File: config.mk
export PLATFORM = sky130hd
export DESIGN_NAME = trackball_decoder
export DESIGN_NICKNAME = d
export VERILOG_FILES = /design/src/rtl/trackball_decoder.sv
export SDC_FILE = /design/constraint.sdc
export NUM_CORES = 1
export LEC_CHECK = 0
export BUFFER_PORTS_ARGS = -buffer_cell sky130_fd_sc_hd__buf_2
export CAP_MARGIN = 40
export CORE_ASPECT_RATIO = 0.7
export CORE_UTILIZATION = 65
export DETAILED_ROUTE_END_ITERATION = 8
export PLACE_DENSITY = 0.82
export SETUP_SLACK_MARGIN = 0.1
export SLEW_MARGIN = 20
export SYNTH_ARGS = -nofsm -noshare
export SYNTH_HDL_FRONTEND = slang
export SYNTH_SLANG_ARGS = --single-unit
export TNS_END_PERCENT = 30
File: constraint.sdc
create_clock -name clk -period 6.8 [get_ports clk]
set_input_delay 1.02 -clock clk [delete_from_list [all_inputs] [get_ports clk]]
set_output_delay 1.02 -clock clk [all_outputs]
set_load 0.01 [all_outputs]
File: src/rtl/trackball_decoder.sv
// rtl/trackball_decoder.sv - two-axis quadrature trackball decoder with glitch filters and CPU read port
// Inputs are synchronized, filtered on ce, then Gray-decoded into wrapping 8-bit counts per axis.
module trackball_decoder #(
  parameter int FILTER_LEN = 3
) (
  input  logic       clk,
  input  logic       reset_n,
  input  logic       ce,
  input  logic       X1,
  input  logic       Y1,
  input  logic       X2,
  input  logic       Y2,
  input  logic       rd,
  input  logic [1:0] addr,
  output logic [7:0] data
);

  // Bit order everywhere: [0]=X1 [1]=Y1 [2]=X2 [3]=Y2
  logic [3:0]      raw;
  logic [3:0]      sync1_q, sync2_q;
  logic [3:0]      filt_q, filt_d;
  logic [3:0][3:0] fcnt_q, fcnt_d;
  logic [1:0]      prev0_q, prev1_q;
  logic [1:0]      cur0, cur1;
  logic [7:0]      cnt0_q, cnt0_d, cnt1_q, cnt1_d;
  logic            err0_q, err0_d, err1_q, err1_d;
  logic [7:0]      data_q, data_d;
  logic            clr_err;

  assign raw  = {Y2, X2, Y1, X1};
  assign cur0 = {filt_q[0], filt_q[1]};
  assign cur1 = {filt_q[2], filt_q[3]};

  // Forward successor in the {A,B} sequence 00->01->11->10->00
  function automatic logic [1:0] gray_next(input logic [1:0] s);
    case (s)
      2'b00:   gray_next = 2'b01;
      2'b01:   gray_next = 2'b11;
      2'b11:   gray_next = 2'b10;
      default: gray_next = 2'b00;
    endcase
  endfunction

  function automatic logic [7:0] step_count(input logic [1:0] p, input logic [1:0] c,
                                            input logic [7:0] cnt);
    if (p == c || (p ^ c) == 2'b11) step_count = cnt;
    else if (c == gray_next(p))     step_count = cnt + 8'd1;
    else                            step_count = cnt - 8'd1;
  endfunction

  always_comb begin
    filt_d = filt_q;
    fcnt_d = fcnt_q;
    if (ce) begin
      for (int i = 0; i < 4; i++) begin
        if (sync2_q[i] != filt_q[i]) begin
          if (fcnt_q[i] == 4'(FILTER_LEN - 1)) begin
            filt_d[i] = sync2_q[i];
            fcnt_d[i] = 4'd0;
          end else begin
            fcnt_d[i] = fcnt_q[i] + 4'd1;
          end
        end else begin
          fcnt_d[i] = 4'd0;
        end
      end
    end
  end

  // A set in the same clk as a clear must survive, hence OR after the mask
  assign clr_err = rd && (addr == 2'd2);

  always_comb begin
    cnt0_d = step_count(prev0_q, cur0, cnt0_q);
    cnt1_d = step_count(prev1_q, cur1, cnt1_q);
    err0_d = ((prev0_q ^ cur0) == 2'b11) | (err0_q & ~clr_err);
    err1_d = ((prev1_q ^ cur1) == 2'b11) | (err1_q & ~clr_err);
    case (addr)
      2'd0:    data_d = cnt0_q;
      2'd1:    data_d = cnt1_q;
      2'd2:    data_d = {6'b0, err1_q, err0_q};
      default: data_d = 8'hFF;
    endcase
  end

  always_ff @(posedge clk or negedge reset_n) begin
    if (!reset_n) begin
      sync1_q <= '0;
      sync2_q <= '0;
      filt_q  <= '0;
      fcnt_q  <= '0;
      prev0_q <= '0;
      prev1_q <= '0;
      cnt0_q  <= '0;
      cnt1_q  <= '0;
      err0_q  <= 1'b0;
      err1_q  <= 1'b0;
      data_q  <= '0;
    end else begin
      sync1_q <= raw;
      sync2_q <= sync1_q;
      filt_q  <= filt_d;
      fcnt_q  <= fcnt_d;
      prev0_q <= cur0;
      prev1_q <= cur1;
      cnt0_q  <= cnt0_d;
      cnt1_q  <= cnt1_d;
      err0_q  <= err0_d;
      err1_q  <= err1_d;
      data_q  <= data_d;
    end
  end

  assign data = data_q;

endmodule

## After elaboration in Yosys (flattened, before gate mapping)

Index checks and enable logic that the tools add are counted.

- Input port bits: 10
- Register bits: 58
- Output and inout bits: 8

- Multiplexer cells: 15
- Reduce and logical (&&, ||, !) cells: 10
- Add/sub/neg operators: 8
- Eq/ne operators: 20
- Bitwise logic cells: 7

Operators by type and width:

| operator | number |
|---|---|
| 4-bit two-way mux | 8 |
| 8-bit one-hot mux with 3 select lines | 1 |
| 4-bit by 1-bit adder with 4-bit output, second input constant | 4 |
| 8-bit by 1-bit adder with 8-bit output, second input constant | 2 |
| 4-bit by 2-bit equality test with 1-bit output, second input constant | 4 |
| 8-bit two-way mux | 2 |
| 8-bit by 1-bit subtractor with 8-bit output, second input constant | 2 |
| 2-bit one-hot mux with 3 select lines | 2 |
| 3-bit AND reduction | 4 |
| 2-bit equality test, second input constant | 5 |
| 2-bit equality test | 4 |
| 2-bit by 1-bit equality test with 1-bit output, second input constant | 3 |
| 2-bit zero test | 3 |
| 2-bit two-way mux | 2 |
| 1-bit inequality test | 4 |
| 2-bit bitwise XOR | 2 |
| 1-bit AND | 2 |
| 1-bit logical OR | 2 |
| 1-bit OR | 2 |
| 1-bit logical AND | 1 |
| 1-bit NOT | 1 |

## Logic depth before layout (Yosys ltp)

- Depth after elaboration: 6
- Mapped depth: 8
- Gate-level depth less buffers: 8

## Worst setup path before layout

Ideal clock, no wire load.

- Path type: register -> register
- Start point: reg filt_q[2]
- End point: reg cnt1_q[6]
- Required time: 6,669 ps
- Arrival: 2,152 ps
- Buffers on the path: 0
- Stages on the path, launching flop included: 9
- Path slack: 4,517 ps
- Cell sequence: dfrtp_1 > xnor2_1 > nand2_1 > fa_1 > a21o_1 > a21o_1 > a21oi_2 > nor4b_1 > or3_1

- Cells in the longest elaborated chain, start to end: 3

Ends and longest elaborated chain:

| element | RTL line | source |
|---|---|---|
| start: declaration | 21 | `logic [3:0] filt_q, filt_d;` |
| start signal: assignment | 102 | `filt_q <= filt_d;` |
| 2-bit bitwise XOR | 46 | `if (p == c \|\| (p ^ c) == 2'b11) step_count = cnt;` |
| 2-bit equality test | 46 |  |
| 1-bit logical OR | 46 |  |
| end signal: assignment | 107 | `cnt1_q <= cnt1_d;` |
| end: declaration | 25 | `logic [7:0] cnt0_q, cnt0_d, cnt1_q, cnt1_d;` |

Several ways; a longest one is shown, not always the timed one.
A chain may end at the register's enable or synchronous reset.

## Worst setup path after layout

- Start point: reg filt_q[1]
- End point: reg cnt0_q[7]

- Cells in the longest elaborated chain, start to end: 3

Ends and longest elaborated chain:

| element | RTL line | source |
|---|---|---|
| 2-bit bitwise XOR | 46 |  |
| 2-bit equality test | 46 |  |
| 1-bit logical OR | 46 |  |
| end signal: assignment | 106 | `cnt0_q <= cnt0_d;` |
| end: declaration | 25 |  |

Several ways; a longest one is shown, not always the timed one.

==> impl_metrics.tcl <==
set metrics [dict create \
    synthArstFlopShare_pct 100 \
    fin_worst_skew_ns 0.00752 \
    gp_congestion 0.830 \
    synth_cell_types 37 \
    post-route-min-period_ns 2.53 \
    worstMarginPinSlew_ns 0.717 \
    synth_warnings 0 \
    synth_edf_count 0 \
    finalSetupViolCount 0 \
    num_rows 20 \
    yosys.area.top_type "dfrtp_1" \
    drive_above_1_share_pct 15.8 \
    fmax_mhz 395 \
    timing.slew.headroom_pct 52.2 \
    clk_latency_ns 0.33 \
    cp-start-kind "register" \
    num_vias 2069 \
    synth_flop_cell "dfrtp_1" \
    dieArea_um2 4910 \
    min_from "sync1_q[2]" \
    diodes 0 \
    r2r-start "filt_q[1]" \
    cap_violations 0 \
    grt_antenna_before_repair 0 \
    synth.most_common_cell "dfrtp_1" \
    synth_nets 307 \
    postCtsHoldBufs 0 \
    die_x_um 83.3 \
    drv_slew 0 \
    dp_hpwl_mm 3.69 \
    crit_path_end_kind "register" \
    crit_arrival_ns 2.79 \
    drt_pass1_iterations 4 \
    min-delay-path-class "register to register" \
    cts.clk_slew.worst_paths_ns 0.07 \
    wl_per_cell_um 15.1 \
    synth_top_area_share_pct 48.2 \
    rsz0062_at_grt "no" \
    start_util_pct 68.7 \
    ys_seq_elements 58 \
    cts_resized 0 \
    drc 0 \
    grt_first_pass_wirelength_mm 9.43 \
    ios 18 \
    htreeDepth 3 \
    fin_crit_sh_pct 37.2 \
    syn_to_final_growth_pct 11.5 \
    critPathMaxFanout 10 \
    postRouteAntennaNets 0 \
    numCtsBuffers 9 \
    fillCellCount 281 \
    clock_sinks 58 \
    die_h_um 58.9 \
    yosys-top-cells-area "dfrtp_1, ha_1, xor2_1" \
    syn-mean-instance-area_um2 11.1 \
    yosysSeqAreaShare_pct 48.2 \
    cts_root_buf "clkbuf_8" \
    crit_start "filt_q[1]" \
    design.core.area_um2 4380 \
    cts_setup_buffers 0 \
    hold_viol 0 \
    status "finished, final reports clean" \
    grt_pass1_vias 1973 \
    cts.path.max_buffers 2 \
    io_buffers 17 \
    cts_tree "done" \
    totalWireLength_mm 5.34 \
    synth_common_cells "dfrtp_1, ha_1, nand2_1, o21ai_0, xor2_1" \
    grt_start_max_net_pins 59 \
    vias_per_cell 5.86 \
    synth_cells 271 \
    fin_tns_setup_ns 0 \
    track_usage_pct 25.3 \
    syn-cell-area_um2 3010 \
    reg2reg_slack_ns 4.27 \
    drt_iter0_markers 90 \
    crit_required_ns 7.06 \
    grt_overflow 0 \
    crit_type "register to register" \
    final_nets 330 \
]
[through the flow]
step	worst slack [ns]	util, %	hold slack (ns)	instance area, um2	std cells
after floorplan	4.52	-	0.331	3010	271
after global placement	4.43	71.9	0.333	3150	338
after detailed placement	4.31	71.9	0.342	3150	338
after CTS	4.28	76.6	0.358	3350	353
after global routing	4.08	76.6	0.362	3350	353
final	4.27	76.6	0.345	3350	353
[worst max-delay path, stage by stage, from the launching register on]
cell and delay, ns:
dfrtp_1 0.44, xor2_1 0.17, nand2_1 0.27, ha_1 0.44
a2111oi_0 0.47, o21ai_1 0.15, nand3_1 0.10, nor3b_2 0.24
xor2_1 0.17
[final timing paths]
kind | to | cells after the start
min in group asynchronous | data[7] | 2
max | cnt0_q[7] | 8
min | sync2_q[2] | 0
max reg2reg | cnt0_q[7] | 8
min reg2reg | sync2_q[2] | 0
max in group asynchronous | filt_q[2] | 2
[placed cells by master, fill, tap and decap left out, drive strengths merged, types with 10 or more instances in the layout]
master,netlist,final
inv,10,10
a21oi,10,10
clkbuf,4,10
dfrtp,58,58
o21ai,23,23
xnor2,12,12
buf,2,18
mux2,10,10
xor2,13,13
nand2,24,24
ha,24,24
[state kept, by name, summed over array words and instances, names as in the netlist]
name / count
sync1_q: 4
prev0_q: 2
prev1_q: 2
filt_q: 4
fcnt_q: 16
sync2_q: 4
data: 8
cnt0_q: 8
cnt1_q: 8
err0_q: 1
err1_q: 1
[layout make-up]
cell class	count	area, um2	share of cell area (%)
multi-input combinational	197	1500	44.6
sequential	58	1450	43.3
clock buffer	10	128	3.80
timing repair buffer	18	92.6	2.76
clock inverter	5	80.1	2.39
inverter	10	37.5	1.12
tap	55	68.8	2.05
[cell families after synthesis]
logic type                 synth area share, %
adders and majority gates                 11.3
buffers and inverters                     2.04
muxes                                     5.07
and+or+nand+nor                           10.8
AOI/OAI and AO/OA                         15.3
DFF                                       48.2
xor gates and xnor gates                  7.28
[per-layer routing]
metal | wire, um | global-route usage [%] | vias up
li1 | - | - | 1021
met1 | 2780 | 35.8 | 1008
met2 | 2280 | 37.1 | 36
met3 | 242 | 8.70 | 4
met4 | 44 | 8.13 | 0
met5 | 0 | 0 | -
Power is left out: the tool's default activity adds up to more than one toggle a clock period on the data nets, which glitch-free logic cannot reach.
